File: config.mk
export PLATFORM = sky130hd
export DESIGN_NAME = frac_serial_tx
export DESIGN_NICKNAME = d
export VERILOG_FILES = /design/src/rtl/frac_serial_tx.sv
export SDC_FILE = /design/constraint.sdc
export NUM_CORES = 1
export LEC_CHECK = 0
export BUFFER_PORTS_ARGS = -buffer_cell sky130_fd_sc_hd__buf_2
export CORE_MARGIN = 10
export CORE_UTILIZATION = 25
export DETAILED_ROUTE_END_ITERATION = 8
export PLACE_DENSITY = 0.47
export SYNTH_ARGS = -nofsm -noshare
export SYNTH_HDL_FRONTEND = slang
export SYNTH_SLANG_ARGS = --single-unit
File: constraint.sdc
create_clock -name clk_i -period 2.3 [get_ports clk_i]
set_clock_uncertainty 0.15 [all_clocks]
set_input_delay 0.46 -clock clk_i [delete_from_list [all_inputs] [get_ports clk_i]]
set_output_delay 0.46 -clock clk_i [all_outputs]
set_load 0.02 [all_outputs]
File: src/rtl/frac_serial_tx.sv
// Byte-wide serial NRZ transmitter whose bit timing comes from a fractional phase
// accumulator, with a one-byte holding register so frames can run back to back.
module frac_serial_tx #(
   parameter int CLK_HZ    = 24000000,
   parameter int OUT_HZ    = 38400,
   parameter int FRAC_BITS = 16,
   parameter int PARITY    = 0,
   parameter int STOP_BITS = 1
) (
   input  logic       clk_i,
   input  logic       rst_i,
   input  logic       clr_i,
   input  logic [7:0] dat_i,
   input  logic       vld_i,
   output logic       rdy_o,
   output logic       sd_o,
   output logic       stb_o,
   output logic       busy_o
);

   localparam logic [63:0] INC_W = (64'(OUT_HZ) << FRAC_BITS) / 64'(CLK_HZ);
   localparam logic [FRAC_BITS-1:0] INC = INC_W[FRAC_BITS-1:0];
   localparam logic ODD = (PARITY == 2);

   generate
      if ((INC_W < 64'd1) || (INC_W >= (64'd1 << (FRAC_BITS - 1)))) begin : g_bad_inc
         $error("frac_serial_tx: phase increment out of range");
      end
      if ((PARITY < 0) || (PARITY > 2)) begin : g_bad_parity
         $error("frac_serial_tx: PARITY must be 0, 1 or 2");
      end
      if ((STOP_BITS != 1) && (STOP_BITS != 2)) begin : g_bad_stop
         $error("frac_serial_tx: STOP_BITS must be 1 or 2");
      end
   endgenerate

   typedef enum logic [2:0] {S_IDLE, S_START, S_DATA, S_PAR, S_STOP} state_t;

   state_t               state_reg, state_next;
   logic [FRAC_BITS-1:0] acc_reg, acc_next;
   logic [7:0]           hold_reg;
   logic                 hold_full_reg, hold_full_next;
   logic [7:0]           shift_reg, shift_next;
   logic [2:0]           bit_cnt_reg, bit_cnt_next;
   logic                 stop_cnt_reg, stop_cnt_next;
   logic                 par_reg;
   logic                 sd_reg, sd_cur;
   logic                 stb_reg;
   logic                 load;
   logic                 accept;
   logic                 tick;
   logic [FRAC_BITS:0]   sum;

   assign sum    = {1'b0, acc_reg} + {1'b0, INC};
   assign tick   = (state_reg != S_IDLE) && sum[FRAC_BITS];
   assign accept = vld_i && !hold_full_reg;

   always_comb begin
      state_next     = state_reg;
      acc_next       = (state_reg != S_IDLE) ? sum[FRAC_BITS-1:0] : acc_reg;
      shift_next     = shift_reg;
      bit_cnt_next   = bit_cnt_reg;
      stop_cnt_next  = stop_cnt_reg;
      load           = 1'b0;
      sd_cur         = 1'b1;
      case (state_reg)
         S_IDLE: begin
            if (hold_full_reg) begin
               load       = 1'b1;
               acc_next   = '0;
               state_next = S_START;
            end
         end
         S_START: begin
            sd_cur = 1'b0;
            if (tick) begin
               bit_cnt_next = 3'd0;
               state_next   = S_DATA;
            end
         end
         S_DATA: begin
            sd_cur = shift_reg[0];
            if (tick) begin
               shift_next   = {1'b0, shift_reg[7:1]};
               bit_cnt_next = bit_cnt_reg + 3'd1;
               if (bit_cnt_reg == 3'd7) begin
                  stop_cnt_next = 1'b0;
                  state_next    = (PARITY != 0) ? S_PAR : S_STOP;
               end
            end
         end
         S_PAR: begin
            sd_cur = par_reg ^ ODD;
            if (tick) begin
               stop_cnt_next = 1'b0;
               state_next    = S_STOP;
            end
         end
         S_STOP: begin
            if (tick) begin
               if (stop_cnt_reg == 1'(STOP_BITS - 1)) begin
                  // Phase keeps running into the next start bit for seamless frames.
                  if (hold_full_reg) begin
                     load       = 1'b1;
                     state_next = S_START;
                  end else begin
                     state_next = S_IDLE;
                  end
               end else begin
                  stop_cnt_next = stop_cnt_reg + 1'b1;
               end
            end
         end
         default: state_next = S_IDLE;
      endcase
      if (load) begin
         shift_next = hold_reg;
      end
      hold_full_next = load ? 1'b0 : (accept ? 1'b1 : hold_full_reg);
   end

   always_ff @(posedge clk_i) begin
      if (rst_i || clr_i) begin
         state_reg     <= S_IDLE;
         acc_reg       <= '0;
         hold_reg      <= '0;
         hold_full_reg <= 1'b0;
         shift_reg     <= '0;
         bit_cnt_reg   <= '0;
         stop_cnt_reg  <= 1'b0;
         par_reg       <= 1'b0;
         sd_reg        <= 1'b1;
         stb_reg       <= 1'b0;
      end else begin
         state_reg     <= state_next;
         acc_reg       <= acc_next;
         hold_full_reg <= hold_full_next;
         shift_reg     <= shift_next;
         bit_cnt_reg   <= bit_cnt_next;
         stop_cnt_reg  <= stop_cnt_next;
         sd_reg        <= sd_cur;
         stb_reg       <= tick;
         if (accept) begin
            hold_reg <= dat_i;
         end
         if (load) begin
            par_reg <= ^hold_reg;
         end
      end
   end

   assign rdy_o  = !hold_full_reg;
   assign sd_o   = sd_reg;
   assign stb_o  = stb_reg;
   assign busy_o = (state_reg != S_IDLE) || hold_full_reg;

endmodule

# Word level (Yosys, flattened, before mapping)
# Index checks and enable logic that the tools add are counted.
dict set report totals {
  reg_bits 43
  output_inout_bits 4
  elab_cells 71
  inputBits 12
}
dict set report classes {
  eq_ne 12
  addsub 3
  reduce_logical 17
  muxes 29
}
# op count
set ops {}
lappend ops {{16-bit two-way mux} 3}
lappend ops {{3-bit two-way mux} 9}
lappend ops {{8-bit two-way mux} 3}
lappend ops {{16-bit by 7-bit adder with 17-bit output, second input constant} 1}
lappend ops {{3-bit case mux with 5 select lines} 1}
lappend ops {{2-bit != test, second input constant} 7}
lappend ops {{1-bit two-way mux} 9}
lappend ops {{8-bit XOR reduction} 1}
lappend ops {{7-bit AND reduction} 1}
lappend ops {{3-bit by 2-bit equality test with 1-bit output, second input constant} 2}
lappend ops {{3-bit equality test, second input constant} 2}
lappend ops {{1-bit case mux with 3 select lines} 2}
lappend ops {{3-bit case mux with 2 select lines} 1}
lappend ops {{2-bit nonzero test} 3}
lappend ops {{3-bit nonzero test} 2}
lappend ops {{5-bit AND reduction} 1}
lappend ops {{3-bit by 1-bit adder with 3-bit output, second input constant} 1}
lappend ops {{3-bit by 1-bit equality test with 1-bit output, second input constant} 1}
lappend ops {{3-bit logical NOT} 1}
lappend ops {{3-bit AND reduction} 1}
lappend ops {{1-bit logical AND} 2}
lappend ops {{1-bit logical OR} 2}
lappend ops {{1-bit case mux with 2 select lines} 1}
lappend ops {{2-bit AND reduction} 1}
lappend ops {{other kinds (3)} 3}

# Logic depth before layout (Yosys ltp)
# Gate-level depths: netlist (run 1).
dict set report logic_depth {
  ltp_word 6
  mapped_depth 7
  depth_no_buf 6
}

# Worst setup path before layout (run 1)
# No wires, ideal clock.
dict set report synth_timing {
  path_kind {reg2reg}
  start {reg acc_reg[8]}
  end {reg bit_cnt_reg[1]}
  required_time_ns 2.022
  synth_period_minus_slack_ns 1.698
  setup_slack_ns 0.602
  n_path_buf 0
  stages_incl_launch_ff 6
  arrival_ns 1.420
  setup_time_ns 0.128
  path_cell_list {dfxtp_1 -> and4_4 -> nand2_4 -> or4_4 -> a22oi_1 -> nor2_1}
}
dict set report synth_via {
  elab_chain_cells 4
  elab_cells_between_ends 5
  classes_between {1 x add/sub; 2 x eq/ne; 2 x reduce/logical}
}
# element line_no
set synth_rtl {}
lappend synth_rtl {{start, declared} 40} ;# logic [FRAC_BITS-1:0] acc_reg, acc_next;
lappend synth_rtl {{start signal, assigned} 136} ;# acc_reg <= acc_next;
lappend synth_rtl {{16-bit by 7-bit adder with 17-bit output *} 54} ;# assign sum = {1'b0, acc_reg} + {1'b0, INC};
lappend synth_rtl {{1-bit logical AND *} 55} ;# assign tick = (state_reg != S_IDLE) && sum[FRAC_BITS];
lappend synth_rtl {{2-bit != test (no source line)} --}
lappend synth_rtl {{3-bit AND reduction (no source line) *} --}
lappend synth_rtl {{end signal, assigned} 139} ;# bit_cnt_reg <= bit_cnt_next;
lappend synth_rtl {{end, declared} 44} ;# logic [2:0] bit_cnt_reg, bit_cnt_next;
# Every way passes the cells marked *; elsewhere a longest branch is shown, timed or not.
# A chain may end at the register's enable or synchronous reset.

# Final worst setup path (run 1)
dict set report layout_timing {
  start {reg state_reg[1]}
  end {out busy_o}
}
dict set report layout_via {
  elab_chain_cells 2
}
# element line_no
set layout_rtl {}
lappend layout_rtl {{start, declared} 39} ;# state_t state_reg, state_next;
lappend layout_rtl {{start signal, assigned} 135} ;# state_reg <= state_next;
lappend layout_rtl {{3-bit nonzero test} 155} ;# assign busy_o = (state_reg != S_IDLE) || hold_full_reg;
lappend layout_rtl {{1-bit logical OR} 155}
lappend layout_rtl {{end, declared} 18} ;# output logic busy_o
# No other way between the ends.

==> key figures, run 1 <==
Clocking
  • CTS sink cnt: 39
  • Hold_buf cts: 0
  • Post-cts resize count: 0
  • Reg clk slew, reported paths: 80 ps
  • CTS tree: yes
  • CTS root buffer: clkbuf_8
  • Postcts setup bufs: 0
  • Clk Latency, worst-skew pair: slightly below 300 ps
  • Number of H-tree levels: 2
  • CTS max path bufs: 2
  • TritonCTS buffer count: 5

Power
  • Max VDD drop: 0.2677 mV
  • PwrDens: 656.9 nW/µm²
  • LEAKAGE: 0.0007399 µW

Logic synthesis
  • Top cell type by total area after synthesis: dfxtp_1
  • EDFF count, synth: 0
  • Share of synthesized registers carrying an async set or reset: 0%
  • Synth warn: 0
  • Area contributors post-synth: dfxtp_1 (43%), a21oi_1 (6.6%), xnor2_1 (6.3%)
  • Main synth FF type: dfxtp_1
  • Post-Syn Area per Cell: 8.482 µm²
  • FF+latch count, synth: 39
  • Sequential element share of the synthesized area: 43.21%
  • Synth Cell Area: between 1500 and 2000 µm²
  • Post-synth top area share: between 40% and 50%
  • Mapped Cells: 213
  • Library cells used by synthesis: between 40 and 50
  • Syn nets: 228

Timing
  • Worst-margin pin slew: 502.7 ps
  • Worst rel slew slack: about two thirds
  • Sum Neg Setup Slack: 0 ps
  • Final Cycle Share: 87.94%
  • RSZ-0062 raised after global routing: false
  • Setup Viol. Count Final: 0
  • Shortest period the worst path allows: between 2000 and 2500 ps
  • Pins Over Slew Limit: 0
  • Final WS setup: 277.4 ps
  • Hold Fails Final Rpt: 0
  • F_max: 494.4 MHz

Global route
  • Vias in the first global route: 1410
  • Gr usage total: 7.685%
  • Initial antenna violation count: 0
  • Largest net degree at the start of global routing: 21
  • First-pass GRT wire length: 7.031 mm
  • Total gr overflow: 0

Detailed routing
  • First DRT Iteration DRCs: 64
  • Vias: 1476
  • Vias per cell: 4.528
  • Number of remaining DRC errors: 0
  • WL per Instance: 12.67 µm
  • Final ANT Viol Nets: 0
  • Pre-antenna DRT Iters: 4
  • WL final: 4.132 mm

Setup path
  • Worst-path cell chain: nor3_2 -> nand2_1 -> buf_2
  • Worst Path Max Fanout: 11
  • Critical setup path kind: flop to primary output
  • Highest-delay cell along the critical path: dfxtp_1
  • Worst path required time: roughly 1700 ps
  • Critical Path End Type: primary output
  • Critical Path AT: between 1000 and 1500 ps
  • Max incr delay on CP: roughly 440 ps
  • CP startpoint kind: flop

Job
  • Max-cap violation count: 0

Place
  • Port Buffer Count: 15
  • Pre-CTS WS: ~460 ps
  • Gp weighted congestion: between 0.7 and 0.8
  • Placed Area: ~2000 µm²
  • HPWL Detailed: 2.948 mm

Worst hold path
  • Hold/Removal Path Class: primary input to flop

Final layout
  • P&R area growth vs syn: 16.27%
  • Number of flip-flops in the largest register: 13
  • FILL cells: between 700 and 800
  • Final net count: 244
  • Fraction of layout cells with a size suffix above 1: roughly 15%
  • N_diodes: 0
  • Design area: 2101 µm²

Die
  • Chip height: approximately 110 µm
  • Initial Utilization: 26.16%
  • Floorplan row count: 30
  • Ports: 16
  • Core region area: ~7000 µm²
  • Die X: between 100 and 150 µm
  • Die area: 11030 µm²

Run status
  • Outcome: finished clean
==> report_power, final <==
group / internal (µW) / total, µW / switching [µW]
logic: 37.8 / 91.5 / 53.7
registers: 685 / 694 / 9.58
clock network: 351 / 594 / 243
total: 1070 / 1380 / 306
==> metrics by stage <==
| step | power, µW | hold WS, ps | util [%] | cells |
|---|---|---|---|---|
| 6_report | 1380 | 250.3 | 30.42 | 326 |
| 5_1_grt | 1446 | 246.0 | 30.42 | 326 |
| 4_1_cts | 1404 | 238.7 | 30.42 | 326 |
| 3_5_place_dp | 804.2 | 330.9 | 28.71 | 318 |
| 3_3_place_gp | 803.9 | 331.8 | 28.71 | 318 |
| 2_1_floorplan | 771.3 | 311.5 | - | 213 |
==> layout make-up <==
class / count / area (µm²) / area share (%)
Clock inverter: 2 / 35.03 / 1.668
Timing Repair Buffer: 19 / 105.1 / 5.003
Tap cell: 96 / 120.1 / 5.718
Sequential cell: 39 / 780.7 / 37.17
Clock buffer: 6 / 82.58 / 3.931
Inverter: 2 / 7.507 / 0.3574
Multi-Input combinational cell: 162 / 969.7 / 46.16
==> layout by cell type, fill, tap and decap left out, drive strengths merged, types with 6 or more instances in the layout <==
master and count:
a21oi 24, buf 19, clkbuf 6, dfxtp 39, mux2i 7, nand2 31, nand3 6, nor2 20
o21ai 13, xnor2 13
==> synthesized netlist by cell type (all sizes together), types with 4 or more instances <==
cell / n
nand2: 31
xnor2: 13
a21oi: 24
nor2: 20
nor2b: 4
mux2i: 7
or3: 4
nor3: 5
dfxtp: 39
nand3: 6
o21ai: 13
buf: 7
==> path summary, 6_finish.rpt <==
kind | from | to | slack (ps) | cells past startpoint
setup / recovery | state_reg[1]$_SDFFE_PP0P_ | busy_o | 280 | 3
hold reg to reg | hold_reg[5]$_SDFFE_PP0P_ | hold_reg[5]$_SDFFE_PP0P_ | 340 | 2
hold / removal | dat_i[2] | hold_reg[2]$_SDFFE_PP0P_ | 250 | 3
setup reg to reg | state_reg[0]$_SDFFE_PP0P_ | acc_reg[13]$_SDFF_PP0_ | 420 | 5
==> worst max-delay path, delay by kind of cell, from the launching register on <==
kind | cells | cell delay (ps)
buffers and inverters | 1 | 170
flip-flops | 1 | 440
AND/OR/NAND/NOR | 2 | 520
==> metal layers <==
layer / vias up / part of all wire (%) / global-route usage [%]
met5: - / 0 / 0
met4: 0 / 2.1 / 4.118
met3: 7 / 2.7 / 1.413
met2: 27 / 44 / 11.21
met1: 669 / 51 / 10.40
li1: 773 / - / -
==> cell families (layout without fill, tap and decap cells) <==
logic type,Yosys count,in the layout,share of synthesized area (%)
flip-flops,39,39,43.21
XOR/XNOR,16,16,7.757
adder cells (fa/ha/maj),3,3,2.078
AND/OR/NAND/NOR,86,86,23.89
multiplexers,8,8,4.501
buffers and inverters,12,29,3.116
AO/OA/AOI/OAI,49,49,15.44
No activity file was read; power rests on OpenSTA's default activity.
==> run 2, diff against run 1 <==
clock period = 2 ns   (was 2.3 ns; I/O delays follow)
==> key figures, run 2 (synthesis gave the netlist of run 1 again) <==
Clocking
  • CTS tree: yes
  • CTS root buffer: clkbuf_8
  • Postcts setup bufs: 0 (unchanged)
  • TritonCTS buffer count: 5 (unchanged)
  • Reg clk slew, reported paths: 80 ps (about the same)
  • Clk Latency, worst-skew pair: 290 ps (about the same)
  • CTS sink cnt: 39 (unchanged)
  • CTS max path bufs: 2 (unchanged)
  • Number of H-tree levels: 2 (unchanged)

Setup path
  • Worst R2R Setup Slack: 180 ps (-240 ps)
  • Max incr delay on CP: 490 ps (+50 ps)
  • CP bufs+invs: 1 (unchanged)
  • Worst r2r dst: shift_reg[3]$_SDFFE_PP0P_
  • Critical setup path kind: flop to primary output
  • Instance count on the critical path: 3 (unchanged)
  • Worst-path cell chain: nor3_4 -> nand2_1 -> buf_2
  • Highest-delay cell along the critical path: dfxtp_1
  • Worst r2r src: state_reg[0]$_SDFFE_PP0P_
  • CP delay by family, top: flip-flops
  • Critical Path End Type: primary output
  • Critical path launch point: state_reg[0]$_SDFFE_PP0P_
  • R2R depth: 6 (+1)
  • Worst path required time: 1450 ps (-240 ps)
  • Critical Path AT: 1330 ps (-80 ps)
  • CP startpoint kind: flop
  • Worst Setup EP: busy_o
  • Worst Path Max Fanout: 14 (+3)

Final layout
  • Number of flip-flops in the largest register: 13 (unchanged)
  • Final net count: 250 (+2.5%)
  • Most common cell after layout, fill and taps aside: dfxtp_1
  • Commonest non-fill, non-tap cells in the layout: dfxtp_1 (39), nand2_1 (30), a21oi_1 (24), nor2_1 (19), buf_2 (15)
  • P&R area growth vs syn: 17.31%
  • Fraction of layout cells with a size suffix above 1: 16.53% (+1.7 points)
  • N_diodes: 0 (unchanged)

Timing
  • F_max: 531.4 MHz
  • Shortest period the worst path allows: 1882 ps
  • Final Cycle Share: 94.08%
  • Worst-margin pin slew: 562.5 ps (+59.89 ps)
  • Worst rel slew slack: 62.45% (-4.0 points)
  • Setup Viol. Count Final: 0 (unchanged)
  • Pins Over Slew Limit: 0 (unchanged)
  • RSZ-0062 raised after global routing: false
  • Hold Fails Final Rpt: 0 (unchanged)
  • Worst hold margin: 198.2 ps (-52.15 ps)
  • Sum Neg Setup Slack: 0 ps (unchanged)

Place
  • HPWL Detailed: 2.959 mm (+0.36%)
  • Port Buffer Count: 15 (unchanged)
  • Gp weighted congestion: 0.7717 (+3.9%)

Power
  • Power Total: 1435 µW (+4.0%)
  • LEAKAGE: 0.0007541 µW (+1.9%)
  • PwrDens: 676.9 nW/µm² (+3.0%)
  • Max VDD drop: 0.2591 mV (-3.2%)

Detailed routing
  • WL final: 4.091 mm (-0.99%)
  • Final ANT Viol Nets: 0 (unchanged)
  • First DRT Iteration DRCs: 53 (-17%)
  • Pre-antenna DRT Iters: 4 (unchanged)
  • Number of remaining DRC errors: 0 (unchanged)
  • WL per Instance: 12.32 µm (-2.8%)
  • Vias: 1514 (+2.6%)
  • Vias per cell: 4.560 (+0.72%)

Die
  • Die area: 11030 µm² (unchanged)
  • Die X: 105.0 µm (unchanged)
  • Initial Utilization: 26.16% (unchanged)
  • Floorplan row count: 30 (unchanged)
  • Chip height: 105.0 µm (unchanged)
  • Core region area: 6907 µm² (unchanged)
  • Ports: 16 (unchanged)

Global route
  • Vias in the first global route: 1574 (+12%)
  • Gr usage total: 7.899% (+0.21 points)
  • Total gr overflow: 0 (unchanged)
  • Largest net degree at the start of global routing: 21 (unchanged)
  • Initial antenna violation count: 0 (unchanged)
  • First-pass GRT wire length: 7.376 mm (+4.9%)

Worst hold path
  • Worst Hold Depth: 3 (unchanged)
  • Hold/Removal Path Class: primary input to flop
  • Worst hold start: dat_i[4]

Job
  • Max-cap violation count: 0 (unchanged)

Run status
  • Outcome: finished clean
-- run 2: changes by cell type in the layout (fill, tap and decap cells not counted), sizes merged --
cell	before	now
clkinvlp	0	1
buf	19	25
bufinv	1	0
-- run 2: layout make-up --
cell class,count,area (µm²)
multi-input combinational,162,975.9
clock buffer,6,72.57
fill,788,4787
sequential,39,780.7
inverter,2,7.507
clock inverter,2,12.51
tap,96,120.1
timing repair buffer,25,150.1
-- run 2: tightest hold or removal path, cell delays in order --
cell and delay (ps):
buf_2 90, nand2_1 40, a21oi_1 50
-- run 2: timing repair --
| action | 4_1_cts | 5_1_grt |
|---|---|---|
| hold buffers | 0 | 0 |
| resized for setup | 0 | 1 |
| endpoints found under the setup margin | 0 | 1 |
-- run 2: worst min path at each step --
stage	slack (ps)	to
2_1_floorplan	310	hold_reg[0]$_SDFFE_PP0P_
3_3_place_gp	330	hold_reg[2]$_SDFFE_PP0P_
3_5_place_dp	330	hold_reg[3]$_SDFFE_PP0P_
4_1_cts	190	hold_reg[7]$_SDFFE_PP0P_
5_1_grt	190	hold_reg[2]$_SDFFE_PP0P_
6_report	200	hold_reg[4]$_SDFFE_PP0P_
-- run 2: where the power goes --
group          switching, µW  internal (µW)  leakage, µW  total [µW]
registers               11.2            787     0.000315         799
clock network            284            244    0.0000412         528
logic                   62.6           46.0     0.000398         109
-- run 2: routing by layer --
metal	part of all wire, %	wire length (µm)	vias up	GRT usage, %
li1	-	-	785	-
met1	51	2101	697	10.82
met2	44	1786	28	11.65
met3	3.4	138	4	1.658
met4	1.6	64	0	3.235
met5	0	0	-	0
-- run 2: through the flow --
step	setup slack [ps]	cell area (µm²)	utilization (%)	cells
final	118.3	2120	30.69	332
after global routing	17.83	2120	30.69	332
after CTS	44.05	2113	30.60	332
after detailed placement	216.0	2028	29.37	324
after global placement	219.3	2028	29.37	324
after floorplan	302.2	1807	-	213
